### src/rtl/pwm_channel_scheduler_pkg.sv
// Shared types and defaults for the PWM channel scheduler: FSM state encoding,
// default window/clear lengths and the wrap-around index helper used by the picker.
package pwm_channel_scheduler_pkg;

  typedef enum logic [2:0] {
    ST_IDLE    = 3'd0,
    ST_CLEAR   = 3'd1,
    ST_MEASURE = 3'd2,
    ST_SAMPLE  = 3'd3,
    ST_NEXT    = 3'd4
  } sched_state_t;

  localparam int DEFAULT_NUM_CHANNELS  = 4;
  localparam int DEFAULT_CHANNEL_WIDTH = 2;
  localparam int DEFAULT_WINDOW_CYCLES = 2000;
  localparam int DEFAULT_CLEAR_CYCLES  = 2;

  // base < modulus and offset <= modulus, so one subtraction is enough.
  function automatic int unsigned wrap_index(input int unsigned base,
                                             input int unsigned offset,
                                             input int unsigned modulus);
    int unsigned sum;
    sum = base + offset;
    if (sum >= modulus) sum = sum - modulus;
    return sum;
  endfunction

endpackage

### src/rtl/pwm_channel_scheduler_if.sv
// Bundle between the pins / pwm_analyzer and the scheduler. The scheduler owns the
// slave side; whatever drives the PWM inputs and hosts the analyzer owns the master side.
interface pwm_channel_scheduler_if
  import pwm_channel_scheduler_pkg::*;
#(
  parameter int NUM_CHANNELS  = DEFAULT_NUM_CHANNELS,
  parameter int CHANNEL_WIDTH = DEFAULT_CHANNEL_WIDTH
);
  logic                     enable_i;
  logic [NUM_CHANNELS-1:0]  channel_mask_i;
  logic [NUM_CHANNELS-1:0]  pwm_i;
  logic                     analyzer_reset_o;
  logic                     analyzer_enable_o;
  logic                     analyzer_pwm_o;
  logic                     analyzer_result_i;
  logic [CHANNEL_WIDTH-1:0] channel_o;
  logic [NUM_CHANNELS-1:0]  result_o;
  logic [NUM_CHANNELS-1:0]  valid_o;
  logic                     done_o;
  logic                     busy_o;

  modport master (
    output enable_i, channel_mask_i, pwm_i, analyzer_result_i,
    input  analyzer_reset_o, analyzer_enable_o, analyzer_pwm_o,
    input  channel_o, result_o, valid_o, done_o, busy_o
  );

  modport slave (
    input  enable_i, channel_mask_i, pwm_i, analyzer_result_i,
    output analyzer_reset_o, analyzer_enable_o, analyzer_pwm_o,
    output channel_o, result_o, valid_o, done_o, busy_o
  );

endinterface

### src/rtl/pwm_channel_scheduler_picker.sv
// Round-robin channel picker: first masked-in index starting at i_current
// (inclusive) or strictly after it (exclusive), wrapping around once.
module rr_channel_picker
  import pwm_channel_scheduler_pkg::*;
#(
  parameter int NUM_CHANNELS  = DEFAULT_NUM_CHANNELS,
  parameter int CHANNEL_WIDTH = DEFAULT_CHANNEL_WIDTH
) (
  input  logic [NUM_CHANNELS-1:0]  i_mask,
  input  logic [CHANNEL_WIDTH-1:0] i_current,
  input  logic                     i_inclusive,
  output logic [CHANNEL_WIDTH-1:0] o_next,
  output logic                     o_found
);

  // Offset NUM_CHANNELS lands back on i_current, so a lone enabled channel
  // is still found in exclusive mode.
  always_comb begin
    int unsigned w_idx;
    w_idx   = 0;
    o_next  = i_current;
    o_found = 1'b0;
    for (int off = 0; off <= NUM_CHANNELS; off++) begin
      w_idx = wrap_index(32'(i_current), off, NUM_CHANNELS);
      if (!o_found && (off != 0 || i_inclusive) && i_mask[CHANNEL_WIDTH'(w_idx)]) begin
        o_found = 1'b1;
        o_next  = CHANNEL_WIDTH'(w_idx);
      end
    end
  end

endmodule

### src/rtl/pwm_channel_scheduler.sv
// Time-multiplexes one pwm_analyzer over NUM_CHANNELS inputs: per channel it clears
// the analyzer, gates it for a fixed window, then latches the verdict per channel.
module pwm_channel_scheduler
  import pwm_channel_scheduler_pkg::*;
#(
  parameter int NUM_CHANNELS  = DEFAULT_NUM_CHANNELS,
  parameter int CHANNEL_WIDTH = DEFAULT_CHANNEL_WIDTH,
  parameter int WINDOW_CYCLES = DEFAULT_WINDOW_CYCLES,
  parameter int CLEAR_CYCLES  = DEFAULT_CLEAR_CYCLES
) (
  input  logic                    clock_i,
  input  logic                    reset_i,
  pwm_channel_scheduler_if.slave  bus
);

  localparam int CNT_W = $clog2(WINDOW_CYCLES + 1);
  localparam logic [CNT_W-1:0] CLEAR_LOAD  = CNT_W'(CLEAR_CYCLES - 1);
  localparam logic [CNT_W-1:0] WINDOW_LOAD = CNT_W'(WINDOW_CYCLES - 1);

  sched_state_t             r_state;
  logic [CHANNEL_WIDTH-1:0] r_channel;
  logic [CNT_W-1:0]         r_count;
  logic                     r_an_reset;
  logic                     r_an_enable;
  logic                     r_done;
  logic                     r_busy;

  logic [CHANNEL_WIDTH-1:0] w_pick_next;
  logic                     w_pick_found;
  logic                     w_latch;
  logic [NUM_CHANNELS-1:0]  w_result;
  logic [NUM_CHANNELS-1:0]  w_valid;

  rr_channel_picker #(
    .NUM_CHANNELS  (NUM_CHANNELS),
    .CHANNEL_WIDTH (CHANNEL_WIDTH)
  ) u_picker (
    .i_mask      (bus.channel_mask_i),
    .i_current   (r_channel),
    .i_inclusive (r_state == ST_IDLE),
    .o_next      (w_pick_next),
    .o_found     (w_pick_found)
  );

  always_ff @(posedge clock_i or posedge reset_i) begin
    if (reset_i) begin
      r_state     <= ST_IDLE;
      r_channel   <= '0;
      r_count     <= '0;
      r_an_reset  <= 1'b1;
      r_an_enable <= 1'b0;
      r_done      <= 1'b0;
      r_busy      <= 1'b0;
    end else begin
      r_done <= 1'b0;
      case (r_state)
        ST_IDLE: begin
          if (bus.enable_i && w_pick_found) begin
            r_channel  <= w_pick_next;
            r_count    <= CLEAR_LOAD;
            r_an_reset <= 1'b1;
            r_busy     <= 1'b1;
            r_state    <= ST_CLEAR;
          end
        end
        ST_CLEAR, ST_MEASURE: begin
          if (!bus.enable_i) begin
            r_an_reset  <= 1'b1;
            r_an_enable <= 1'b0;
            r_busy      <= 1'b0;
            r_state     <= ST_IDLE;
          end else if (r_count != '0) begin
            r_count <= r_count - 1'b1;
          end else if (r_state == ST_CLEAR) begin
            r_count     <= WINDOW_LOAD;
            r_an_reset  <= 1'b0;
            r_an_enable <= 1'b1;
            r_state     <= ST_MEASURE;
          end else begin
            r_an_enable <= 1'b0;
            r_state     <= ST_SAMPLE;
          end
        end
        ST_SAMPLE: begin
          r_done  <= 1'b1;
          r_state <= ST_NEXT;
        end
        ST_NEXT: begin
          // Analyzer reset stays low in NEXT so it is high for exactly the CLEAR cycles between windows.
          r_an_reset <= 1'b1;
          if (bus.enable_i && w_pick_found) begin
            r_channel <= w_pick_next;
            r_count   <= CLEAR_LOAD;
            r_state   <= ST_CLEAR;
          end else begin
            r_busy  <= 1'b0;
            r_state <= ST_IDLE;
          end
        end
        default: begin
          r_an_reset  <= 1'b1;
          r_an_enable <= 1'b0;
          r_busy      <= 1'b0;
          r_state     <= ST_IDLE;
        end
      endcase
    end
  end

  assign w_latch = (r_state == ST_SAMPLE);

  // A masked-out channel loses its verdict, and a window finishing on it is dropped.
  for (genvar gi = 0; gi < NUM_CHANNELS; gi++) begin : g_result
    logic r_result_bit;
    logic r_valid_bit;

    always_ff @(posedge clock_i or posedge reset_i) begin
      if (reset_i) begin
        r_result_bit <= 1'b0;
        r_valid_bit  <= 1'b0;
      end else if (!bus.channel_mask_i[gi]) begin
        r_result_bit <= 1'b0;
        r_valid_bit  <= 1'b0;
      end else if (w_latch && r_channel == CHANNEL_WIDTH'(gi)) begin
        r_result_bit <= bus.analyzer_result_i;
        r_valid_bit  <= 1'b1;
      end
    end

    assign w_result[gi] = r_result_bit;
    assign w_valid[gi]  = r_valid_bit;
  end

  assign bus.analyzer_reset_o  = r_an_reset;
  assign bus.analyzer_enable_o = r_an_enable;
  assign bus.analyzer_pwm_o    = bus.pwm_i[r_channel];
  assign bus.channel_o         = r_channel;
  assign bus.result_o          = w_result;
  assign bus.valid_o           = w_valid;
  assign bus.done_o            = r_done;
  assign bus.busy_o            = r_busy;

endmodule

### src/flat_wrapper.sv
// flat-port wrapper written by rule: the top's interface ports become plain ports
module pwm_channel_scheduler_flat import pwm_channel_scheduler_pkg::*;
#(
  parameter int NUM_CHANNELS  = DEFAULT_NUM_CHANNELS,
  parameter int CHANNEL_WIDTH = DEFAULT_CHANNEL_WIDTH,
  parameter int WINDOW_CYCLES = DEFAULT_WINDOW_CYCLES,
  parameter int CLEAR_CYCLES  = DEFAULT_CLEAR_CYCLES
)
  (clock_i, reset_i, bus_enable_i, bus_channel_mask_i, bus_pwm_i, bus_analyzer_result_i, bus_analyzer_reset_o, bus_analyzer_enable_o, bus_analyzer_pwm_o, bus_channel_o, bus_result_o, bus_valid_o, bus_done_o, bus_busy_o);
  pwm_channel_scheduler_if #(.NUM_CHANNELS(NUM_CHANNELS), .CHANNEL_WIDTH(CHANNEL_WIDTH)) bus_i ();
  input  logic clock_i;
  input  logic reset_i;
  input wire logic [$bits(bus_i.enable_i)-1:0] bus_enable_i;
  input wire logic [$bits(bus_i.channel_mask_i)-1:0] bus_channel_mask_i;
  input wire logic [$bits(bus_i.pwm_i)-1:0] bus_pwm_i;
  input wire logic [$bits(bus_i.analyzer_result_i)-1:0] bus_analyzer_result_i;
  output wire logic [$bits(bus_i.analyzer_reset_o)-1:0] bus_analyzer_reset_o;
  output wire logic [$bits(bus_i.analyzer_enable_o)-1:0] bus_analyzer_enable_o;
  output wire logic [$bits(bus_i.analyzer_pwm_o)-1:0] bus_analyzer_pwm_o;
  output wire logic [$bits(bus_i.channel_o)-1:0] bus_channel_o;
  output wire logic [$bits(bus_i.result_o)-1:0] bus_result_o;
  output wire logic [$bits(bus_i.valid_o)-1:0] bus_valid_o;
  output wire logic [$bits(bus_i.done_o)-1:0] bus_done_o;
  output wire logic [$bits(bus_i.busy_o)-1:0] bus_busy_o;
  assign bus_i.enable_i = bus_enable_i;
  assign bus_i.channel_mask_i = bus_channel_mask_i;
  assign bus_i.pwm_i = bus_pwm_i;
  assign bus_i.analyzer_result_i = bus_analyzer_result_i;
  assign bus_analyzer_reset_o = bus_i.analyzer_reset_o;
  assign bus_analyzer_enable_o = bus_i.analyzer_enable_o;
  assign bus_analyzer_pwm_o = bus_i.analyzer_pwm_o;
  assign bus_channel_o = bus_i.channel_o;
  assign bus_result_o = bus_i.result_o;
  assign bus_valid_o = bus_i.valid_o;
  assign bus_done_o = bus_i.done_o;
  assign bus_busy_o = bus_i.busy_o;
  pwm_channel_scheduler #(.NUM_CHANNELS(NUM_CHANNELS), .CHANNEL_WIDTH(CHANNEL_WIDTH), .WINDOW_CYCLES(WINDOW_CYCLES), .CLEAR_CYCLES(CLEAR_CYCLES)) u_core (.clock_i(clock_i), .reset_i(reset_i), .bus(bus_i));
endmodule
### config.mk
export PLATFORM = sky130hd
export DESIGN_NAME = pwm_channel_scheduler_flat
export DESIGN_NICKNAME = d
export VERILOG_FILES = /design/src/rtl/pwm_channel_scheduler_pkg.sv /design/src/rtl/pwm_channel_scheduler_if.sv /design/src/rtl/pwm_channel_scheduler_picker.sv /design/src/rtl/pwm_channel_scheduler.sv /design/src/flat_wrapper.sv
export SDC_FILE = /design/constraint.sdc
export NUM_CORES = 1
export LEC_CHECK = 0
export ABC_AREA = 1
export ABC_CLOCK_PERIOD_IN_PS = 4500
export CAP_MARGIN = 20
export CORE_ASPECT_RATIO = 0.75
export CORE_UTILIZATION = 59
export DETAILED_ROUTE_END_ITERATION = 7
export PLACE_DENSITY = 0.82
export SYNTH_ARGS = -nofsm -noshare
export SYNTH_HDL_FRONTEND = slang
export SYNTH_HIERARCHICAL = 1
export SYNTH_SLANG_ARGS = --single-unit
### constraint.sdc
create_clock -name clock_i -period 4.5 [get_ports clock_i]
set_clock_uncertainty 0.2 [all_clocks]
set_input_delay 0.675 -clock clock_i [delete_from_list [all_inputs] [get_ports clock_i]]
set_output_delay 0.675 -clock clock_i [all_outputs]
set_load 0.05 [all_outputs]
After elaboration in Yosys (flattened, before gate mapping)
Cells that the tools add are included.
{"block": "word_totals", "ff_bits": 28, "inputBits": 12, "out_inout_bits": 15, "word_cells": 152}
{"block": "op_classes", "addsub": 10, "n_lt_le_gt_ge": 11, "eq_ne": 19, "n_mux": 67, "bitwise_logic": 2, "reduce_logical": 28}
{"operator": "$mux 11", "count": 4}
{"operator": "$mux 1", "count": 39}
{"operator": "$pmux 11 s2", "count": 1}
{"operator": "$mux 2", "count": 10}
{"operator": "$lt 2x3->1 const B", "count": 6}
{"operator": "$bmux 1 s2", "count": 6}
{"operator": "$ne 2x1->1 const B", "count": 6}
{"operator": "$pmux 3 s4", "count": 1}
{"operator": "$reduce_and 4->1", "count": 3}
{"operator": "$reduce_bool 11->1", "count": 1}
{"operator": "$sub 11x1->11 const B", "count": 1}
{"operator": "$logic_and 1x1->1", "count": 10}
{"operator": "$sub 2x1->2 const B", "count": 5}
{"operator": "$ge 3x3->1 const B", "count": 3}
{"operator": "$mux 3", "count": 3}
{"operator": "$add 2x2->3 const B", "count": 2}
{"operator": "$eq 3x2->1 const B", "count": 2}
{"operator": "$ne 2x2->1 const B", "count": 3}
{"operator": "$reduce_bool 5->1", "count": 1}
{"operator": "$add 2x3->4 const B", "count": 1}
{"operator": "$eq 2x2->1 const B", "count": 2}
{"operator": "$ge 4x3->1 const B", "count": 1}
{"operator": "$logic_not 1->1", "count": 4}
{"operator": "$pmux 1 s4", "count": 1}
{"operator": "other kinds (18)", "count": 21}

Logic depth before layout (Yosys ltp)
{"block": "depth", "depth_word": 21, "mapped_depth": 14, "mapped_depth_nobuf": 14}

By module
Netlist, hierarchy kept.
{"mod": "pwm_channel_scheduler", "instances": 1, "cells_each": 221, "area_each_um2": 1620.3}
{"mod": "rr_channel_picker", "instances": 1, "cells_each": 67, "area_each_um2": 306.5}

Least setup slack after synthesis
No wires, ideal clock.
{"block": "synth_path", "kind": "reg-to-output", "from": "register u_core.r_channel[1] (netlist: u_core/bus.channel_o[1])", "to": "output port bus_analyzer_pwm_o", "arrival_time_ps": 1552, "path_slack_ps": 2073, "stages_incl_launch_ff": 4, "n_path_buf": 0, "path_cell_list": "dfrtp_1 > inv_1 > nand3_1 > nand4_1"}
{"block": "synth_via", "elab_chain_len": 2}
{"item": "start: declaration", "line_no": "pwm_channel_scheduler.sv:21", "rtl": "logic [CHANNEL_WIDTH-1:0] r_channel;"}
{"item": "start signal: assignment", "line_no": "pwm_channel_scheduler.sv:59", "rtl": "r_channel <= w_pick_next;"}
{"item": "start signal: assignment", "line_no": "pwm_channel_scheduler.sv:92", "rtl": "r_channel <= w_pick_next;"}
{"item": "$bmux 1 s2", "line_no": "pwm_channel_scheduler.sv:136", "rtl": "assign bus.analyzer_pwm_o = bus.pwm_i[r_channel];"}
{"item": "$mux 1 (implied by the code)", "line_no": "pwm_channel_scheduler.sv:136"}
{"item": "end: declaration", "line_no": "flat_wrapper.sv:19", "rtl": "output wire logic [$bits(bus_i.analyzer_pwm_o)-1:0] bus_analyzer_pwm_o;"}
Every way passes these cells. The select of a mux whose other input is x is not followed.

Worst setup path in the final report
{"block": "layout_path", "from": "input port bus_pwm_i[3]", "to": "output port bus_analyzer_pwm_o"}
{"block": "layout_via", "elab_chain_len": 2}
{"item": "start: declaration", "line_no": "flat_wrapper.sv:15", "rtl": "input wire logic [$bits(bus_i.pwm_i)-1:0] bus_pwm_i;"}
{"item": "$bmux 1 s2", "line_no": "pwm_channel_scheduler.sv:136"}
{"item": "$mux 1 (implied by the code)", "line_no": "pwm_channel_scheduler.sv:136"}
Every way passes these cells. The select of a mux whose other input is x is not followed.

==> results.toml <==
[sta]
rsz0062_at_grt = "no"
min_period_ns = 3.00
worst_pin_slew_ns = 0.669
setup_slack_ns = 1.50
drv_slew = 0
fin_setup_tns_ns = 0
final_hold_viol_count = 0
relSlewSlack = 0.553
finalSetupViolCount = 0
clock.fmax_mhz = 333
period_share = 0.666

[routing]
drc = 0
drtIter0Drc = 267
m1WireLength_um = 2160
top_layer_used = "met4"
drt-vias-per-instance = 5.56
avgRoutedWirePerCell_um = 13.0
firstDrtPassIters = 5
ant_nets = 0
via_count = 1911
dr_wl_met2_um = 1840
drt-total-wl_um = 4480
met3WireLength_um = 444

[yosys]
synth.top_cell.area_share = 0.351
async_flop_share = 1.00
synth_nets = 302
synth.cell_area_mm2 = 0.00193
synth_area_leaders = "dfrtp_1 (35%), nand2_1 (20%), nand3_1 (8.6%), inv_1 (6.4%), nand4_1 (5.2%)"
yosysSeqAreaShare = 0.364
ys.flop_type = "dfrtp_1"
yosysWarnings = 6
synth_area_per_cell_um2 = 6.69
synthDistinctLibCells = 26
yosysTopAreaCell = "dfrtp_1"
synth_seq_cells = 28
synth_edf_count = 0
syn_inst = 288

[critical_path]
r2r-start = "u_core/bus.channel_o[0]"
rrSetupSlack_ns = 1.63
cp.arrival_ns = 2.12
startpoint = "bus_pwm_i[3]"
cp-start-kind = "primary input"
end_kind = "output pin"
critical_path_peak_fanout = 1
crit_type = "in -> out"
cp.required_ns = 3.62

[global_routing]
grt_pass1_wl_um = 7360
grt_max_degree = 29
track_usage = 0.280
grt_overflow = 0
antenna_found_initial = 0
grt_pass1_vias = 1641

[cts]
clock_sinks = 28
post_cts_buffers = 0
postCtsHoldBufs = 0
cts_root_buf = "clkbuf_8"
cts_buffers = 3
clk_pin_slew_worst_paths_ns = 0.09
clockBufferDepth = 2
cts_resized = 0
insertion_delay_ns = 0.27
cts-htree-levels = 1
cts_tree = "done"

[pwr]
pwr-share-seq = 0.274
p_switching_w = 0.000830
leakage_nw = 1.21
pwr-share-comb = 0.626
switching_share = 0.534
clockPowerShare = 0.101
peakVddDrop_mv = 0.429
p_int_w = 0.000723
power_density_mw_per_mm2 = 699

[floorplanning]
die-width_um = 68.0
die_h_um = 51.5
pin_count = 27
row_count = 17
core_area_mm2 = 0.00302
die-area_mm2 = 0.00350
initial_utilization = 0.638

[placement]
dp_hpwl_um = 3100
place_area_mm2 = 0.00214
port_buffers = 26
pre_cts_ws_ns = 1.42
gp_congestion = 0.889

[outcome]
outcome = "complete, no violations"

[final_layout]
diodes = 0
syn_to_final_growth_pct = 15.3
final_net_count = 321
drive_gt1_frac = 0.0588
design_area_mm2 = 0.00222
fin_util = 0.736

[hold_path]
hold_class = "reg -> reg"
hp-start = "u_core/bus.analyzer_reset_o"

[job]
max-cap-violations = 0
[per-stage QoR]
step | hold slack (ns) | instances | total power, W
after detailed placement | 0.267 | 339 | 0.00136
after CTS | 0.281 | 343 | 0.00153
after floorplan | 0.265 | 288 | 0.00117
final | 0.281 | 344 | 0.00155
after global placement | 0.260 | 339 | 0.00136
after global routing | 0.295 | 344 | 0.00170
[cell usage after synthesis (all sizes together), types with 2 or more instances]
cell / number
nand4: 16
o31ai: 2
clkbuf: 2
inv: 36
nor3: 3
nor2: 21
buf: 11
o21a: 2
ha: 2
nand3b: 2
o21ai: 15
nand3: 35
dfrtp: 27
a21oi: 4
nand2: 107
[layer usage]
layer / up-vias / global-route usage
li1: 955 / -
met1: 855 / 0.438
met2: 93 / 0.387
met3: 8 / 0.0658
met4: 0 / 0.0556
met5: - / 0
[flip-flops by register name (all words and copies together), names as in the netlist]
name,flops
u_core/bus.channel_o,2
u_core/bus.done_o,1
u_core/r_count,11
u_core/r_state,3
u_core/bus.analyzer_enable_o,1
u_core/bus.busy_o,1
u_core/bus.analyzer_reset_o,1
u_core/g_result.r_valid_bit,4
u_core/g_result.r_result_bit,4
[final timing paths]
check                                                    to  depth (start not counted)
worst max-delay path                     bus_analyzer_pwm_o                          4
worst min-delay path            u_core/bus.analyzer_reset_o                          2
worst max register to register            u_core/r_state[0]                         13
worst min register to register  u_core/bus.analyzer_reset_o                          2
max in group asynchronous       u_core/bus.analyzer_reset_o                          3
min in group asynchronous                 u_core/r_count[0]                          2
[critical path: stages]
cell and delay, ns:
clkdlybuf4s50_1 0.45, nand3_1 0.07, nand4_1 0.12, clkdlybuf4s50_1 0.80
[final cells by class]
cell class / instances / area [µm²]
multi-input combinational: 211 / 995
fill: 266 / 798
sequential: 28 / 702
timing repair buffer: 27 / 288
inverter: 36 / 135
clock buffer: 4 / 55.1
tap: 38 / 47.5
[logic make-up (layout without fill, tap and decap cells)]
| logic type | after synthesis | in the layout | share of synthesized area |
|---|---|---|---|
| flip-flops | 28 | 28 | 0.364 |
| XOR/XNOR | 1 | 1 | 0.00455 |
| adder cells (fa/ha/maj) | 2 | 2 | 0.0130 |
| buffers and inverters | 49 | 67 | 0.119 |
| AND/OR/NAND/NOR | 185 | 185 | 0.428 |
| AO/OA/AOI/OAI | 23 | 23 | 0.0708 |
[cells in the final DEF (no fill, tap or decap)]
| cell type | Yosys | routed |
|---|---|---|
| inv_1 | 33 | 33 |
| a21oi_1 | 4 | 4 |
| o21ai_0 | 13 | 13 |
| or2_2 | 1 | 1 |
| nand3b_1 | 1 | 1 |
| inv_2 | 3 | 3 |
| o31ai_1 | 2 | 2 |
| nor3_1 | 3 | 3 |
| clkdlybuf4s50_1 | 0 | 26 |
| xor2_1 | 1 | 1 |
| o21a_1 | 2 | 2 |
| nand2_2 | 4 | 4 |
| dfrtp_1 | 27 | 27 |
| o21ai_4 | 1 | 1 |
| ha_1 | 2 | 2 |
| nor2_1 | 21 | 21 |
| nand2_1 | 103 | 103 |
| nand3_1 | 33 | 33 |
| buf_16 | 0 | 1 |
| nand3b_4 | 1 | 1 |
| dfstp_2 | 1 | 1 |
| nand3_2 | 2 | 2 |
| o21ai_1 | 1 | 1 |
| nand4_1 | 16 | 16 |
| clkbuf_8 | 0 | 4 |
[power groups by stage]
stage	combinational (W)	clock [W]	sequential (W)
detailed placement	0.000939	0	0.000425
floorplan	0.000698	0	0.000470
finish	0.000972	0.000156	0.000425
global placement	0.000930	0	0.000426
CTS	0.000950	0.000161	0.000421
global route	0.00109	0.000170	0.000437
Power figures use the tool's default switching activity.
==> variant (config.mk and constraints unchanged) <==
Put a register stage on the output `bus.analyzer_pwm_o`, without a reset. The value now appears one clock later.
--- a/src/rtl/pwm_channel_scheduler.sv
+++ b/src/rtl/pwm_channel_scheduler.sv
@@ -133,7 +133,9 @@
 
   assign bus.analyzer_reset_o  = r_an_reset;
   assign bus.analyzer_enable_o = r_an_enable;
-  assign bus.analyzer_pwm_o    = bus.pwm_i[r_channel];
+  always_ff @(posedge clock_i) begin
+    bus.analyzer_pwm_o <= bus.pwm_i[r_channel];
+  end
   assign bus.channel_o         = r_channel;
   assign bus.result_o          = w_result;
   assign bus.valid_o           = w_valid;
Function: changed (Yosys sat finds a counterexample within 4 cycles, from zero or initial values and one cycle with reset_i high).
==> variant against the original RTL <==
  * Sequential cell count is 1 higher
  * Non-clock buffer count stayed put
  * Combinational power is 4% higher
  * Area after synthesis is 2.4% higher
  * Clock power is 78% higher
  * Design area is 4.2% higher
  * Power is 11% higher
  * Routed wire length is 10% lower
  * Worst setup slack better by 0.22 ns
  * Count of clock-buffer cells in the layout is 3 higher
==> variant: results (changes against the original RTL) <==
Final Util=0.756 (was 0.736); Syn. warnings=6 (unchanged); worst vdd ir=522 uV (was 429 uV); Worst path max stage delay=0.91 ns (was 0.80 ns); ant diodes=0 (unchanged); Top FF cell, synth=dfrtp_1 (unchanged); Seq/Total Area, Yosys=0.366 (was 0.364); fin cells=348 (was 344); R2R Setup Slk=1.87 ns (was 1.63 ns); Post-CTS Setup Bufs=0 (unchanged); largest cells by area after synthesis=dfrtp_1 34%, nand2_1 19%, inv_1 7.2% (was dfrtp_1 35%, nand2_1 20%, nand3_1 8.6%); # DRC=0 (unchanged); worst setup path endpoint=bus_channel_o[0] (was bus_analyzer_pwm_o); cell count after synthesis=288 (unchanged); clock-pin slew on the worst setup and hold paths=0.06 ns (was 0.09 ns); R2R Path End=u_core/r_count[6]$_DFFE_PP0P_ (was u_core/r_state[0]$_DFFE_PP0P_); Post-synth ARST share=0.966 (was 1.00); initial antenna violation count=0 (unchanged); Hold Buf Count CTS=0 (unchanged); status=complete, no violations (unchanged); CP delay by family, top=buffers and inverters (unchanged); Tightest Hold Check Type=reg -> reg (unchanged); vias in the first global route=1,527 (was 1,641); Root Buffer=clkbuf_8 (unchanged); Top Registers=u_core/r_count: 11 flops, u_core/g_result.r_result_bit: 4 flops, u_core/g_result.r_valid_bit: 4 flops (unchanged); routability cong.=0.884 (was 0.889); CP Class=reg -> out (was in -> out); DR vias/cell=5.17 (was 5.56); Detailed Place HPWL=3000 um (was 3100 um); first-pass GRT wire length=6800 um (was 7360 um); pin count of the biggest net entering global routing=29 (unchanged); largest fanout on the critical path=17 (was 1); dpl cells=339 (unchanged); static leakage=1.25 nW (was 1.21 nW); layout cells sized above 1=0.113 (was 0.0588); slowest cell on the critical path=clkdlybuf4s50_1 (unchanged); worst reg2reg path depth=11 (was 13); Synth cell types=28 (was 26); syn nets=302 (unchanged); clock buffer depth=2 (unchanged); Filler cells=249 (was 266); placed instance area=0.00217 mm^2 (was 0.00214 mm^2); Tcrit/Tclk final=0.617 (was 0.666); actual slew at the worst max-slew pin=0.565 ns (was 0.669 ns); Total GRT Usage=0.263 (was 0.280); pre-CTS setup slack=1.54 ns (was 1.42 ns); number of buffers added on ports=26 (unchanged); cts repair resizes=0 (unchanged); fin nets=323 (was 321); top cells by count, synth=101 x nand2_1, 38 x inv_1, 28 x nand3_1, 27 x dfrtp_1, 19 x nor2_1 (was 103 x nand2_1, 33 x inv_1, 33 x nand3_1, 27 x dfrtp_1, 21 x nor2_1); H-tree depth=2 (was 1); FF-to-FF Start=u_core/bus.channel_o[0]$_DFFE_PP0P_ (unchanged); TritonCTS buffer count=5 (was 3); DRT Wirelength=4020 um (was 4480 um); DRT iter0 DRCs=132 (was 267); hold_ws=0.270 ns (was 0.281 ns); First-pass DRT Iterations=5 (unchanged); clk_lat worst skew=0.28 ns
==> variant: cell count changes after synthesis, sizes merged, moves of 2 or more <==
cell,delta
o21ai,+10
nand3,-4
nand4,-13
buf,+2
inv,+7
nor3,-2
clkbuf,-2
==> variant: cell type report <==
class                   count  share of cell area
repair buffers             27               0.124
well taps                  38              0.0205
inverters                  43              0.0697
clock inverters             1              0.0130
flip-flops and latches     29               0.312
multi-input cells         203               0.423
clock buffers               7              0.0373
==> variant: worst min-delay path by stage <==
stage	start	endpoint	cells after the start
final	u_core/bus.analyzer_reset_o$_DFFE_PP1P_	u_core/bus.analyzer_reset_o$_DFFE_PP1P_	2
after global routing	u_core/r_count[9]$_DFFE_PP0P_	u_core/r_count[9]$_DFFE_PP0P_	2
after CTS	u_core/bus.analyzer_reset_o$_DFFE_PP1P_	u_core/bus.analyzer_reset_o$_DFFE_PP1P_	2
after detailed placement	u_core/bus.analyzer_reset_o$_DFFE_PP1P_	u_core/bus.analyzer_reset_o$_DFFE_PP1P_	2
after global placement	u_core/bus.analyzer_reset_o$_DFFE_PP1P_	u_core/bus.analyzer_reset_o$_DFFE_PP1P_	2
after floorplan	u_core/r_count[9]$_DFFE_PP0P_	u_core/r_count[9]$_DFFE_PP0P_	2
==> variant: report_power, final <==
| part | internal, mW | leakage, nW | switching, mW |
|---|---|---|---|
| registers | 0.346 | 0.377 | 0.0956 |
| logic | 0.336 | 0.809 | 0.672 |
| clock network | 0.180 | 0.0585 | 0.0971 |
| total | 0.862 | 1.25 | 0.864 |
==> variant: cells by family (layout without fill, tap and decap cells) <==
logic type / Yosys count / count (layout) / synth area share
compound gates: 35 / 35 / 0.112
xor+xnor: 1 / 1 / 0.00444
fa+ha+maj: 2 / 2 / 0.0127
buf+inv: 56 / 78 / 0.138
flops: 29 / 29 / 0.366
simple gates: 165 / 165 / 0.368
==> variant: per-layer routing <==
layer,GRT usage,up-vias,part of all wire
met5,0,-,0
met4,0.0918,0,0.013
met3,0.0592,7,0.061
met2,0.373,54,0.41
met1,0.389,799,0.52
li1,-,939,-
